## config.mk

```make
export PLATFORM = sky130hd
export DESIGN_NAME = instruction_fetch_unit_flat
export DESIGN_NICKNAME = d
export VERILOG_FILES = /design/src/rtl/instruction_fetch_unit_if.sv /design/src/rtl/instruction_fetch_unit.sv /design/src/flat_wrapper.sv
export SDC_FILE = /design/constraint.sdc
export NUM_CORES = 1
export LEC_CHECK = 0
export ABC_AREA = 1
export BUFFER_PORTS_ARGS = -buffer_cell sky130_fd_sc_hd__clkbuf_2
export CAP_MARGIN = 20
export CORE_MARGIN = 2
export CORE_UTILIZATION = 30
export CTS_CLUSTER_DIAMETER = 50
export DETAILED_ROUTE_END_ITERATION = 10
export GPL_TIMING_DRIVEN = 0
export SLEW_MARGIN = 25
export SYNTH_ARGS = -nofsm -noshare
export SYNTH_HDL_FRONTEND = slang
export SYNTH_SLANG_ARGS = --single-unit
```

## constraint.sdc

```tcl
create_clock -name clock -period 9.88 [get_ports clock]
set_clock_uncertainty 0.1 [all_clocks]
set_input_delay 1.482 -clock clock [delete_from_list [all_inputs] [get_ports clock]]
set_output_delay 1.482 -clock clock [all_outputs]
set_load 0.02 [all_outputs]
```

## src/rtl/instruction_fetch_unit_if.sv

```systemverilog
// Bus bundle between the fetch unit (master) and its environment: the
// instruction memory, the decode/execute core and the redirect source (slave).
interface instruction_fetch_unit_if;
    logic        redirect_valid;
    logic [63:0] redirect_pc;
    logic        imem_req_valid;
    logic        imem_req_ready;
    logic [63:0] imem_req_address;
    logic        imem_resp_valid;
    logic [31:0] imem_resp_data;
    logic        inst_valid;
    logic        inst_ready;
    logic [31:0] inst_data;
    logic [63:0] inst_pc;
    logic        fetch_fault;

    modport master (
        input  redirect_valid, redirect_pc,
        input  imem_req_ready, imem_resp_valid, imem_resp_data,
        input  inst_ready,
        output imem_req_valid, imem_req_address,
        output inst_valid, inst_data, inst_pc,
        output fetch_fault
    );

    modport slave (
        output redirect_valid, redirect_pc,
        output imem_req_ready, imem_resp_valid, imem_resp_data,
        output inst_ready,
        input  imem_req_valid, imem_req_address,
        input  inst_valid, inst_data, inst_pc,
        input  fetch_fault
    );
endinterface

```

## src/rtl/instruction_fetch_unit.sv

```systemverilog
// Decoupled instruction fetch front end: pipelined requests to a
// variable-latency instruction memory, an in-order response FIFO of
// {pc, instr}, and redirect handling that flushes the FIFO and drops the
// responses of every request accepted at or before the redirect edge.
// Optional feature macro: FETCH_ALIGN_CHECK_EN (misaligned redirect raises a
// sticky fetch_fault and halts request issue). Without it, fetch_fault is 0
// and redirect_pc[1:0] is forced to 00.
// All bus outputs are registered from the next-state values, so they are
// pure functions of state and hold their reset values while reset is low.
module instruction_fetch_unit #(
    parameter int unsigned DEPTH    = 4,
    parameter logic [63:0] RESET_PC = 64'h0
) (
    input  logic                            clock,
    input  logic                            reset,
    instruction_fetch_unit_if.master        bus
);
    localparam int unsigned PTR_W = $clog2(DEPTH);
    localparam int unsigned CNT_W = PTR_W + 1;
    localparam int unsigned SUM_W = CNT_W + 1;

    typedef struct packed {
        logic [63:0] pc;
        logic [31:0] instr;
    } fifo_entry_t;

    fifo_entry_t       mem [DEPTH];
    logic [PTR_W-1:0]  rd_ptr, rd_ptr_next;
    logic [PTR_W-1:0]  wr_ptr, wr_ptr_next;
    logic [CNT_W-1:0]  count, count_next, count_after_pop;
    logic [CNT_W-1:0]  inflight, inflight_next;
    logic [CNT_W-1:0]  drop, drop_next;
    logic [SUM_W-1:0]  credit;
    logic [63:0]       fetch_pc, fetch_pc_next;
    logic [63:0]       resp_pc, resp_pc_next;
    logic [63:0]       redirect_target;
    logic              redirect_bad;
    logic              fault_next;
    logic              req_fire;
    logic              push;
    logic              pop;
    logic              req_valid_next;
    fifo_entry_t       head_next;

    // Effective redirect target and alignment fault condition
`ifdef FETCH_ALIGN_CHECK_EN
    assign redirect_target = bus.redirect_pc;
    assign redirect_bad    = (bus.redirect_pc[1:0] != 2'b00);
`else
    assign redirect_target = {bus.redirect_pc[63:2], 2'b00};
    assign redirect_bad    = 1'b0;
`endif

    // Next-state computation for counters, pointers, PCs and registered outputs
    always_comb begin
        req_fire        = bus.imem_req_valid && bus.imem_req_ready;
        pop             = bus.inst_valid && bus.inst_ready;
        push            = bus.imem_resp_valid && (drop == '0);
        fetch_pc_next   = fetch_pc;
        resp_pc_next    = resp_pc;
        rd_ptr_next     = rd_ptr;
        wr_ptr_next     = wr_ptr;
        count_next      = count;
        drop_next       = drop;
        fault_next      = bus.fetch_fault;
        count_after_pop = count - CNT_W'(pop);
        inflight_next   = inflight + CNT_W'(req_fire) - CNT_W'(bus.imem_resp_valid);

        if (req_fire) begin
            fetch_pc_next = fetch_pc + 64'd4;
        end

        if (bus.redirect_valid) begin
            // Everything still outstanding after this edge belongs to the old stream
            fetch_pc_next = redirect_target;
            resp_pc_next  = redirect_target;
            rd_ptr_next   = '0;
            wr_ptr_next   = '0;
            count_next    = '0;
            drop_next     = inflight_next;
            fault_next    = redirect_bad;
        end else begin
            if (bus.imem_resp_valid) begin
                if (drop != '0) begin
                    drop_next = drop - CNT_W'(1);
                end else begin
                    resp_pc_next = resp_pc + 64'd4;
                    wr_ptr_next  = wr_ptr + PTR_W'(1);
                end
            end
            if (pop) begin
                rd_ptr_next = rd_ptr + PTR_W'(1);
            end
            count_next = count + CNT_W'(push) - CNT_W'(pop);
        end

        // Head after this edge: zero when empty, bypass the pushed word when it lands alone
        if (bus.redirect_valid || count_next == '0) begin
            head_next = '0;
        end else if (count_after_pop == '0) begin
            head_next = '{pc: resp_pc, instr: bus.imem_resp_data};
        end else begin
            head_next = mem[rd_ptr_next];
        end

        // Issue only while buffer space covers every live (non-dropped) request
        credit         = SUM_W'(count_next) + SUM_W'(inflight_next) - SUM_W'(drop_next);
        req_valid_next = !fault_next
                         && (inflight_next < CNT_W'(DEPTH))
                         && (credit < SUM_W'(DEPTH));
    end

    // Control state and registered outputs
    always_ff @(posedge clock or negedge reset) begin
        if (!reset) begin
            fetch_pc             <= RESET_PC;
            resp_pc              <= RESET_PC;
            rd_ptr               <= '0;
            wr_ptr               <= '0;
            count                <= '0;
            inflight             <= '0;
            drop                 <= '0;
            bus.fetch_fault      <= 1'b0;
            bus.imem_req_valid   <= 1'b0;
            bus.imem_req_address <= RESET_PC;
            bus.inst_valid       <= 1'b0;
            bus.inst_data        <= '0;
            bus.inst_pc          <= '0;
        end else begin
            fetch_pc             <= fetch_pc_next;
            resp_pc              <= resp_pc_next;
            rd_ptr               <= rd_ptr_next;
            wr_ptr               <= wr_ptr_next;
            count                <= count_next;
            inflight             <= inflight_next;
            drop                 <= drop_next;
            bus.fetch_fault      <= fault_next;
            bus.imem_req_valid   <= req_valid_next;
            bus.imem_req_address <= fetch_pc_next;
            bus.inst_valid       <= (count_next != '0);
            bus.inst_data        <= head_next.instr;
            bus.inst_pc          <= head_next.pc;
        end
    end

    // FIFO storage; contents are only read behind a valid count
    always_ff @(posedge clock) begin
        if (push && !bus.redirect_valid) begin
            mem[wr_ptr] <= '{pc: resp_pc, instr: bus.imem_resp_data};
        end
    end
endmodule
```

## src/flat_wrapper.sv

```systemverilog
// flat-port wrapper written by rule: the top's interface ports become plain ports
module instruction_fetch_unit_flat 
#(
    parameter int unsigned DEPTH    = 4,
    parameter logic [63:0] RESET_PC = 64'h0
)
  (clock, reset, bus_redirect_valid, bus_redirect_pc, bus_imem_req_ready, bus_imem_resp_valid, bus_imem_resp_data, bus_inst_ready, bus_imem_req_valid, bus_imem_req_address, bus_inst_valid, bus_inst_data, bus_inst_pc, bus_fetch_fault);
  instruction_fetch_unit_if bus_i ();
  input  logic clock;
  input  logic reset;
  input wire logic [$bits(bus_i.redirect_valid)-1:0] bus_redirect_valid;
  input wire logic [$bits(bus_i.redirect_pc)-1:0] bus_redirect_pc;
  input wire logic [$bits(bus_i.imem_req_ready)-1:0] bus_imem_req_ready;
  input wire logic [$bits(bus_i.imem_resp_valid)-1:0] bus_imem_resp_valid;
  input wire logic [$bits(bus_i.imem_resp_data)-1:0] bus_imem_resp_data;
  input wire logic [$bits(bus_i.inst_ready)-1:0] bus_inst_ready;
  output wire logic [$bits(bus_i.imem_req_valid)-1:0] bus_imem_req_valid;
  output wire logic [$bits(bus_i.imem_req_address)-1:0] bus_imem_req_address;
  output wire logic [$bits(bus_i.inst_valid)-1:0] bus_inst_valid;
  output wire logic [$bits(bus_i.inst_data)-1:0] bus_inst_data;
  output wire logic [$bits(bus_i.inst_pc)-1:0] bus_inst_pc;
  output wire logic [$bits(bus_i.fetch_fault)-1:0] bus_fetch_fault;
  assign bus_i.redirect_valid = bus_redirect_valid;
  assign bus_i.redirect_pc = bus_redirect_pc;
  assign bus_i.imem_req_ready = bus_imem_req_ready;
  assign bus_i.imem_resp_valid = bus_imem_resp_valid;
  assign bus_i.imem_resp_data = bus_imem_resp_data;
  assign bus_i.inst_ready = bus_inst_ready;
  assign bus_imem_req_valid = bus_i.imem_req_valid;
  assign bus_imem_req_address = bus_i.imem_req_address;
  assign bus_inst_valid = bus_i.inst_valid;
  assign bus_inst_data = bus_i.inst_data;
  assign bus_inst_pc = bus_i.inst_pc;
  assign bus_fetch_fault = bus_i.fetch_fault;
  instruction_fetch_unit #(.DEPTH(DEPTH), .RESET_PC(RESET_PC)) u_core (.clock(clock), .reset(reset), .bus(bus_i));
endmodule
```

==> results by group <==
Worst setup path
  – Cell count along the critical path: 15
  – Setup CP Type: input pin to flip-flop
  – Worst R2R Path Depth: 16
  – Worst path top cell family by delay: simple AND/OR/NAND/NOR gates
  – CP Data Arrival Time: 4.74 ns
  – Critical Path Sink Type: flip-flop
  – CP max FO: 3
  – CP Cell Sequence: clkbuf_2, nand2_1, nor2_2, inv_2, nand2_1, ha_1, inv_1, fa_1, or2_1, nand3_1, inv_1, fa_1, ha_1, o21a_1, nor4_1
  – Largest stage delay on the critical path: 0.52 ns
  – Slowest-stage cell, CP: nor4_1
  – Critical path required time: 10.24 ns
  – Worst Path Buf+Inv: 4
  – Startpoint Class: input pin

STA
  – Fin. max-slew vios: 0
  – Final Critical Period: 4.38 ns
  – F_max: 0.228 GHz
  – RSZ-0062 raised after global routing: no
  – Worst Max-Slew Pin Slew: 0.920 ns
  – # setup viols final: 0
  – Hold Vio Cnt, Final: 0
  – Worst hold margin: 0.398 ns
  – Fin crit share: 44.3%
  – Slew headroom: 38.7%

Power
  – Max VDD drop: 0.146 mV
  – P_sw: 3500 µW
  – Int Pwr: 5930 µW
  – Switching Share: 37.1%
  – Flop pwr share: 35.3%
  – Leakage power: 0.0150 µW
  – Clk pwr share: 34.5%
  – Comb pwr share: 30.2%
  – PD cells: 265 nW/µm²

Status
  – Status: finished clean

Final layout
  – Synth-to-layout area growth: 23.1%
  – Non-Filler Instances: 4750
  – Fill cells: 9483
  – Share of layout cells above drive strength 1: 17.6%
  – Layout Nets: 3533

Clocking
  – Total CTS buffers: 88
  – Clk root buf: clkbuf_16
  – Clk slew on worst S/H paths: 0.06 ns
  – PostCTS Resize Cnt: 0
  – Clk_lat worst skew: 0.64 ns
  – Clk buf depth: 3
  – Clk sinks: 611
  – Hold buffer count at CTS: 0
  – H-tree depth: 3
  – Post CTS Setup Buffer Count: 0
  – CTS tree: built

Routing
  – DRC errors left: 0
  – DR vias: 23200
  – Wire per inst: 20.8 µm
  – Final WL: 98.9 mm
  – Routed Antenna Nets: 0
  – Vias per cell: 4.88
  – DR pass1 iterations: 5
  – Initial DRC Count: 2156

Logic synthesis
  – YS warnings: 0
  – Seq/Total Area, Yosys: 59.3%
  – Yosys reg bits: 611
  – Most frequent cell after synthesis: nand2_1
  – Mapped Area: 29000 µm²
  – Post-synth top area share: 39.0%
  – Number of flops mapped to enable cells by yosys: 376
  – Post-synthesis cell type count: 45
  – Cells after Synth: 3033
  – Most instantiated cells after synthesis: nand2_1, inv_1, edfxtp_1
  – Area contributors post-synth: edfxtp_1, dfrtp_1, nand2_1, nand3_1, o211ai_1
  – Cell taking the most area after synthesis: edfxtp_1
  – Syn Area/Cell: 9.55 µm²
  – Asr flop ratio synth: 38.5%
  – Primary FF master, synth: edfxtp_1

Min path
  – Worst Hold Class: flip-flop to flip-flop
  – Hold Crit Depth: 2

Placement
  – HPWL Detailed: 73.4 mm
  – Placed cells: 4586
  – Port-buffer cells: 260
  – Gpl congestion: 0.943

Floorplan
  – Core Box Area: 95300 µm²
  – FP Rows: 113
  – Ports: 265
  – Die ar.: 99100 µm²
  – Starting density of the core: 30.4%
  – Die Span Y: 315 µm
  – Die X: 315 µm

Global routing
  – Global route total overflow: 0
  – Number of global-route vias before repair: 22600
  – Largest net degree at the start of global routing: 74
  – Initial antenna violation count: 4
  – Gr usage total: 19.7%
  – First-pass GRT wire length: 144 mm

Flow run
  – Max Cap Viol: 0
layer usage:
layer / global-route usage, % / share of wire, % / vias up
met3: 3.28 / 7.4 / 177
met2: 31.8 / 46 / 909
met1: 26.5 / 42 / 11300
li1: - / - / 10800
met4: 7.49 / 3.8 / 2
met5: 0 / 0.014 / -
worst register-to-register path: cells and delay by family, from the launching register on:
| family | cells | cell delay (ns) |
|---|---|---|
| and+or+nand+nor | 5 | 1.15 |
| buffers and inverters | 5 | 0.56 |
| adders and majority gates | 5 | 1.58 |
| AOI/OAI and AO/OA | 1 | 0.19 |
| DFF | 1 | 0.38 |
metrics by stage:
stage                     setup TNS, ns  cell area, µm²  util (%)  setup slack [ns]  power (µW)
after floorplan                       0           29000         -              3.24        5030
after global placement          -389.16           31900      33.4             -1.11        6210
after detailed placement              0           32600      34.2              4.72        6250
after CTS                             0           35700      37.4              5.38        9520
after global routing                  0           35700      37.4              5.17        9920
final                                 0           35700      37.4              5.50        9440
final timing paths:
kind	startpoint	slack, ns	endpoint
max in group asynchronous	reset	7.56	u_core.resp_pc[58]$_DFFE_PN0P_
min in group asynchronous	reset	0.64	u_core.bus.inst_data[21]$_DFF_PN0_
worst max register to register	u_core.drop[0]$_DFF_PN0_	5.73	u_core.bus.imem_req_valid$_DFF_PN0_
worst max-delay path	bus_inst_ready	5.50	u_core.bus.imem_req_valid$_DFF_PN0_
worst min-delay path	u_core.bus.fetch_fault$_DFF_PN0_	0.40	u_core.bus.fetch_fault$_DFF_PN0_
worst min register to register	u_core.bus.fetch_fault$_DFF_PN0_	0.40	u_core.bus.fetch_fault$_DFF_PN0_
registers in the layout (all words and copies together) (netlist names):
signal / flops
u_core.bus.inst_data: 32
u_core.mem: 376
u_core.bus.imem_req_valid: 1
u_core.inflight: 3
u_core.wr_ptr: 2
u_core.bus.inst_pc: 63
u_core.count: 3
u_core.bus.imem_req_address: 62
u_core.resp_pc: 62
u_core.rd_ptr: 2
u_core.bus.fetch_fault: 1
u_core.drop: 3
u_core.bus.inst_valid: 1
cell families after synthesis:
| family | synth area share, % |
|---|---|
| compound gates | 7.78 |
| xor+xnor | 1.84 |
| fa+ha+maj | 0.967 |
| buf+inv | 7.62 |
| flops | 59.3 |
| other cells | 0.0129 |
| simple gates | 22.5 |
cell usage in the layout (no fill, tap or decap), types with 12 or more instances in the layout:
master,Yosys,layout
buf_2,58,58
nor2_1,210,206
clkbuf_1,41,53
o21bai_1,17,17
edfxtp_1,376,376
or2_2,55,55
or2_1,73,73
nand4_1,23,23
o21ai_0,72,72
buf_4,13,13
buf_16,0,21
nor3_1,19,19
inv_1,409,409
clkinvlp_4,0,15
xor2_1,44,44
clkbuf_16,0,89
bufinv_16,0,12
nor2_4,10,14
nand3_1,321,321
xnor2_1,17,17
o211ai_1,210,210
clkbuf_2,0,259
a21oi_1,14,14
nand2_1,712,712
dfrtp_1,235,235
ha_1,16,16
nor2_2,19,19
cell type report:
cell class | instances | area [µm²] | share of cell area (%)
sequential | 611 | 17200 | 48.2
multi-input combinational | 1880 | 9630 | 27.0
clock buffer | 105 | 2330 | 6.53
timing repair buffer | 286 | 1990 | 5.58
tap | 1265 | 1580 | 4.44
inverter | 418 | 1570 | 4.40
clock inverter | 58 | 746 | 2.09
buffer | 126 | 639 | 1.79
antenna | 1 | 2.50 | 0.00702
power by group through the flow:
stage	sequential [µW]	clock [µW]	combinational (µW)
floorplan	3510	0	1520
global placement	3380	0	2830
detailed placement	3370	0	2880
CTS	3330	3310	2890
global route	3360	3420	3150
finish	3330	3260	2850
(Power assumes the default switching activity.)
